==> src/rtl/datapath_seq.sv <==
// Self-sequencing register-file/shifter/ALU datapath driven by a valid/ready command port.
// Latency: ALU op writes back and pulses done 4 cycles after accept; load-immediate 1 cycle.
// Backpressure: cmd_ready is high only in IDLE; commands presented while busy are dropped, not queued.
module datapath_seq #(
  parameter int WIDTH = 16,
  parameter int NREGS = 8
) (
  input  logic                       clk,
  input  logic                       reset,
  input  logic                       cmd_valid,
  output logic                       cmd_ready,
  input  logic                       cmd_load,
  input  logic [1:0]                 cmd_aluop,
  input  logic [1:0]                 cmd_shift,
  input  logic                       cmd_asel,
  input  logic                       cmd_bsel,
  input  logic [$clog2(NREGS)-1:0]   cmd_rn,
  input  logic [$clog2(NREGS)-1:0]   cmd_rm,
  input  logic [$clog2(NREGS)-1:0]   cmd_rd,
  input  logic [WIDTH-1:0]           cmd_imm,
  output logic                       done,
  output logic [WIDTH-1:0]           datapath_out,
  output logic                       Z_out,
  output logic                       N_out,
  output logic                       V_out,
  input  logic [$clog2(NREGS)-1:0]   dbg_addr,
  output logic [WIDTH-1:0]           dbg_data
);

  localparam int AW  = $clog2(NREGS);
  localparam int MSB = WIDTH - 1;

  typedef enum logic [2:0] {
    S_IDLE,
    S_RDA,
    S_RDB,
    S_EXE,
    S_WB,
    S_LDI
  } state_t;

  typedef struct packed {
    logic             load;
    logic [1:0]       aluop;
    logic [1:0]       shift;
    logic             asel;
    logic             bsel;
    logic [AW-1:0]    rn;
    logic [AW-1:0]    rm;
    logic [AW-1:0]    rd;
    logic [WIDTH-1:0] imm;
  } cmd_t;

  state_t           state;
  state_t           state_nxt;
  cmd_t             cmd_q;
  cmd_t             cmd_in;
  logic [WIDTH-1:0] regs [NREGS];
  logic [WIDTH-1:0] a_q;
  logic [WIDTH-1:0] b_q;
  logic [WIDTH-1:0] c_q;
  logic             z_q;
  logic             n_q;
  logic             v_q;

  logic             accept;
  logic             a_en;
  logic             b_en;
  logic             c_en;
  logic             wb_en;
  logic             ldi_en;
  logic             done_set;

  logic [WIDTH-1:0] ain;
  logic [WIDTH-1:0] bsh;
  logic [WIDTH-1:0] alu_r;
  logic             alu_v;

  assign cmd_in = '{
    load:  cmd_load,
    aluop: cmd_aluop,
    shift: cmd_shift,
    asel:  cmd_asel,
    bsel:  cmd_bsel,
    rn:    cmd_rn,
    rm:    cmd_rm,
    rd:    cmd_rd,
    imm:   cmd_imm
  };

  // State register
  always_ff @(posedge clk) begin
    if (reset) begin
      state <= S_IDLE;
    end else begin
      state <= state_nxt;
    end
  end

  // Next-state logic
  always_comb begin
    state_nxt = state;
    case (state)
      S_IDLE: begin
        if (cmd_valid) begin
          state_nxt = cmd_load ? S_LDI : S_RDA;
        end
      end
      S_RDA:   state_nxt = S_RDB;
      S_RDB:   state_nxt = S_EXE;
      S_EXE:   state_nxt = S_WB;
      S_WB:    state_nxt = S_IDLE;
      S_LDI:   state_nxt = S_IDLE;
      default: state_nxt = S_IDLE;
    endcase
  end

  // Per-state strobes into the datapath
  always_comb begin
    cmd_ready = 1'b0;
    a_en      = 1'b0;
    b_en      = 1'b0;
    c_en      = 1'b0;
    wb_en     = 1'b0;
    ldi_en    = 1'b0;
    case (state)
      S_IDLE:  cmd_ready = 1'b1;
      S_RDA:   a_en      = 1'b1;
      S_RDB:   b_en      = 1'b1;
      S_EXE:   c_en      = 1'b1;
      S_WB:    wb_en     = 1'b1;
      S_LDI:   ldi_en    = 1'b1;
      default: cmd_ready = 1'b0;
    endcase
  end

  assign accept   = cmd_valid & cmd_ready;
  assign done_set = wb_en | ldi_en;

  // Shifter on B, then ALU; overflow judged against the shifted B sign.
  always_comb begin
    bsh = b_q;
    case (cmd_q.shift)
      2'b01:   bsh = {b_q[MSB-1:0], 1'b0};
      2'b10:   bsh = {1'b0, b_q[MSB:1]};
      2'b11:   bsh = {b_q[MSB], b_q[MSB:1]};
      default: bsh = b_q;
    endcase
    ain   = cmd_q.asel ? '0 : a_q;
    alu_r = '0;
    alu_v = 1'b0;
    case (cmd_q.aluop)
      2'b00: begin
        alu_r = ain + bsh;
        alu_v = (ain[MSB] == bsh[MSB]) && (alu_r[MSB] != ain[MSB]);
      end
      2'b01: begin
        alu_r = ain - bsh;
        alu_v = (ain[MSB] != bsh[MSB]) && (alu_r[MSB] != ain[MSB]);
      end
      2'b10:   alu_r = ain & bsh;
      default: alu_r = ~bsh;
    endcase
  end

  always_ff @(posedge clk) begin
    if (reset) begin
      cmd_q <= '0;
      a_q   <= '0;
      b_q   <= '0;
      c_q   <= '0;
      z_q   <= 1'b0;
      n_q   <= 1'b0;
      v_q   <= 1'b0;
      done  <= 1'b0;
      for (int i = 0; i < NREGS; i++) begin
        regs[i] <= '0;
      end
    end else begin
      done <= done_set;
      if (accept) begin
        cmd_q <= cmd_in;
      end
      if (a_en) begin
        a_q <= regs[cmd_q.rn];
      end
      if (b_en) begin
        b_q <= cmd_q.bsel ? cmd_q.imm : regs[cmd_q.rm];
      end
      if (c_en) begin
        c_q <= alu_r;
        z_q <= (alu_r == '0);
        n_q <= alu_r[MSB];
        v_q <= alu_v;
      end
      if (wb_en) begin
        regs[cmd_q.rd] <= c_q;
      end
      if (ldi_en) begin
        regs[cmd_q.rd] <= cmd_q.imm;
      end
    end
  end

  assign datapath_out = c_q;
  assign Z_out        = z_q;
  assign N_out        = n_q;
  assign V_out        = v_q;
  assign dbg_data     = regs[dbg_addr];

endmodule
==> config.mk <==
export PLATFORM = sky130hd
export DESIGN_NAME = datapath_seq
export DESIGN_NICKNAME = d
export VERILOG_FILES = /design/src/rtl/datapath_seq.sv
export SDC_FILE = /design/constraint.sdc
export NUM_CORES = 1
export LEC_CHECK = 0
export CAP_MARGIN = 20
export CELL_PAD_IN_SITES_DETAIL_PLACEMENT = 2
export CELL_PAD_IN_SITES_GLOBAL_PLACEMENT = 2
export CORE_MARGIN = 3
export CORE_UTILIZATION = 43
export CTS_CLUSTER_DIAMETER = 50
export DETAILED_ROUTE_END_ITERATION = 8
export GPL_TIMING_DRIVEN = 0
export PLACE_DENSITY = 0.82
export SKIP_LAST_GASP = 1
export SLEW_MARGIN = 20
export SYNTH_ARGS = -nofsm -noshare
export SYNTH_HDL_FRONTEND = slang
export SYNTH_SLANG_ARGS = --single-unit
==> constraint.sdc <==
create_clock -name clk -period 8.75 [get_ports clk]
set_input_delay 1.75 -clock clk [delete_from_list [all_inputs] [get_ports clk]]
set_output_delay 1.75 -clock clk [all_outputs]
set_load 0.005 [all_outputs]
# == Word-level counts from Yosys, hierarchy flattened ==
# Memories as Yosys holds them, arrays and structs flattened. A register that Yosys moved wholly into a read port is not among the register bits.
# Index checks and enable logic that the tools add are counted.
# classes
order_cmp,0
n_mul,0
n_eq_ne,15
n_shift,0
n_mux,28
n_reduce_logical,6
add_sub_neg,2
div,0
bitwise,5
# ops
operator,n
$pmux 16 s3,2
$mux 16,4
$add 16x16->16,1
$and 16x16->16,1
$logic_not 16->1,1
$not 16->16,1
$reduce_or 16->1,1
$sub 16x16->16,1
$mux 1,15
$mux 3,5
$pmux 3 s4,1
$eq 2x2->1 const B,3
$eq 3x2->1 const B,2
$eq 3x3->1 const B,2
$eq 2x1->1 const B,2
$eq 3x1->1 const B,1
$logic_not 3->1,1
$ne 1x1->1,3
$logic_and 1x1->1,2
$logic_not 2->1,1
$ne 2x2->1 const B,1
$or 1x1->1,2
$pmux 1 s2,1
$and 1x1->1,1
$eq 1x1->1,1
# word_totals
elab_cells,72
latchBits,0
input_bits,38
mem_bits_ro,0
ram_bits,128
n_memories,1
output_inout_bits,37
register_bits,70
# memory_table
memory,depth,word_bits,rd,rd_clocked_by_memory_dff,wr,line_no,source
regs,8,16,3,2,8,58,logic [WIDTH-1:0] regs [NREGS];

# == Longest topological paths before layout ==
# logic_depth
word_depth,8
mapped_depth,17
mapped_depth_nobuf,14

# == Worst setup path before layout ==
# Ideal clock, no wire load.
# synth_timing
path_type,input port to output port
start,in dbg_addr[0]
end,out dbg_data[0]
path_buffers,2
t_required_ns,7.000
arrival_ns,3.336
stages,4
setup_slack_ns,3.664
path_cell_list,clkbuf_1 -> buf_1 -> mux4_2 -> mux2_2
# synth_via
elab_chain_len,1
# synth_rtl
item,line_no,source
"start, declared",26,"input logic [$clog2(NREGS)-1:0] dbg_addr,"
$mem_v2 8x16,n/a,
"end, declared",27,output logic [WIDTH-1:0] dbg_data
# No other way between the ends.

# == Worst setup path after layout ==
# layout_timing
start,in dbg_addr[1]
end,out dbg_data[3]
# The elaborated chain is that of the path after synthesis.

==> metrics <==
Pre-antenna DRT Iters=5; Synth Area in Adders=0.0339; CP Capture Type=output pin; most frequent cells in the layout=nor2_1, edfxtp_1, nand2_1; Worst-path clk slew=around 0.06 ns; Yosys top cell area share=0.296; relative slew slack=0.201; Max Buffers Root-to-Sink=3; vias in the first global route=approximately 12k; Pleak=roughly 5.2 nW; IO Count=75; final wirelength=between 40000 and 50000 µm; via-per-instance ratio=around 6; ant diodes=0; Final min period=a little over 6 ns; post-synthesis sequential area ratio=0.432; most common cell after layout, fill and taps aside=nor2_1; kind of start point of the critical path=input pin; post-synthesis instance total=around 1.2k; Post-synth EDFFs=between 100 and 150; DP Wirelength=slightly below 40000 µm; outcome=finished clean; max frequency=0.166 GHz; port bufs=71; final weighted congestion in routability-driven placement=around 0.9; DRC=0; Internal=between 2 and 2.5 mW; Antenna Nets Post-Route=0; post-route cell area=around 15000 µm²; CP required=7.00 ns; Logic pwr share=0.209; Final Hold Viols=0; Final Skew=roughly 0.014 ns; main combinational cell family by area after synthesis=multiplexers; root buf cell=clkbuf_16; count of pins over their slew limit=0; Synth Area in XOR/XNOR=0.00742; TritonCTS Buffers=31; Final setup viols=0; area leader, netlist=edfxtp_1; worst slew pin tran=1.16 ns; PwrDens=roughly 200 nW/µm²; Post-Syn Area=around 13000 µm²; Simple-Gate Fraction of Synth Area=0.150; met2 WL=between 20000 and 30000 µm; Yosys reg bits=~220; die height=about 180 µm; YS warnings=0; first-pass GRT wire length=75700 µm; Sw Share=0.314; die width=around 180 µm; maximum vdd drop=0.151 mV; DR iter-0 viols=around 700; ys async rst share=0; share of post-route cells with drive strength above 1=0.142; clock power share=0.396; cell row count=62; Total Routing Usage GR=0.303; ranking of synthesized cells by area=edfxtp_1, mux4_2, dfxtp_1; Max Cap Violations=0; net switching power=around 930 µW; syn_area_per_cell=about 11 µm²; via count=between 10k and 15k; initial core utilization=0.444; Synth cell types=72; DRT met1 WL=approximately 19000 µm; top routing layer in use=met4; final period utilization=0.690; die footprint=between 30000 and 40000 µm²; gr ovfl total=0; average wire per standard cell=28.6 µm; Sink Count=approximately 220; post-CTS sizing=0; H-tree levels=1; syn_nets=1298; CTS tree=done; mux share of post-synthesis cell area=0.235; CTS Hold Bufs=0; Setup CP Type=input pin to output pin; Core Area=about 29000 µm²; largest net degree at the start of global routing=17; Layout Nets=between 1k and 1.5k; minimum hold slack=about 0.48 ns; initial antenna violation count=0; Post-CTS Setup Repair Bufs=0; Critical Path AT=~4.3 ns; wire length on met3=around 2500 µm; unrepaired setup endpoints after global routing=no; area grow syn2layout=16.6%; Seq pwr share=0.395; Post-DP Area=~14000 µm²; worst hold path type=flop to flop; commonest register cell after synthesis=edfxtp_1; Post-Route Setup TNS=0 ns; r2r setup slk=between 4 and 5 ns; clock latency on the worst-skew pair=roughly 0.57 ns; CP max FO=10; Synth Area in Compound Gates=0.102
## layer usage
layer	GRT usage	up-vias
met2	0.553	357
met4	0.140	0
met5	0	-
met1	0.350	5516
met3	0.0471	135
li1	-	4722
## cell type report
cell class              count  area [µm²]
well taps                 384         480
multi-input cells         883        6860
flip-flops and latches    216        5610
inverters                  32         120
clock buffers              37         798
clock inverters            21         161
plain buffers              95         400
repair buffers             71         711
fillers                  2889       14100
## stage by stage
stage                      util  power [mW]  std cells  setup WS, ns
after floorplan               -        1.57       1226          3.66
after global placement    0.485        1.77       1681          2.80
after detailed placement  0.485        1.80       1681          2.72
after CTS                 0.517        2.98       1739          2.70
after global routing      0.517        3.08       1739          2.60
final                     0.517        2.97       1739          2.71
## final timing paths
check | endpoint | cells after the start | startpoint
setup / recovery | dbg_data[3] | 5 | dbg_addr[1]
hold reg to reg | cmd_q[10] | 2 | cmd_q[10]
hold / removal | cmd_q[10] | 2 | cmd_q[10]
setup reg to reg | Z_out | 15 | cmd_q[28]
## cells in the mapped netlist (4+ instances only)
cell type  number
o211a_1         5
o31ai_1         6
nor2_1        233
dfxtp_1        88
buf_2          14
buf_1           9
clkbuf_1       67
nand2b_1       11
nor2b_1        27
o21ai_1         4
nand3b_1        5
o211ai_1        5
a211oi_1       28
o21ai_0        23
mux2_2         17
nor3b_1         4
mux4_2         96
edfxtp_1      128
mux2i_1        68
xnor2_1         7
ha_1           32
a21oi_1        91
a31oi_1         6
xor2_1          4
o21a_1          7
nand3_1        12
inv_1          30
nand2_1       111
nor3_1         17
## critical path: stages
cell	delay (ns)
clkdlybuf4s50_1	0.68
clkbuf_1	0.68
mux4_2	0.43
mux2_2	0.30
clkdlybuf4s50_1	0.45
## cell families after synthesis
| family | Yosys count |
|---|---|
| multiplexers | 182 |
| buffers and inverters | 127 |
| adder cells (fa/ha/maj) | 34 |
| AO/OA/AOI/OAI | 208 |
| AND/OR/NAND/NOR | 448 |
| flip-flops | 216 |
| XOR/XNOR | 11 |
## power by group through the flow
stage	clock network, mW	logic, mW	registers, mW
global placement	0	0.588	1.18
detailed placement	0	0.610	1.19
floorplan	0	0.400	1.17
global route	1.24	0.668	1.18
finish	1.18	0.619	1.17
CTS	1.19	0.618	1.17
## flip-flops by register name, indices dropped and copies added, names as in the netlist, 3 cells and up, named ones only
| signal | flops |
|---|---|
| regs | 128 |
| datapath_out | 16 |
| b_q | 16 |
| a_q | 16 |
| cmd_q | 31 |
| state | 3 |
Power figures use the tool's default switching activity.
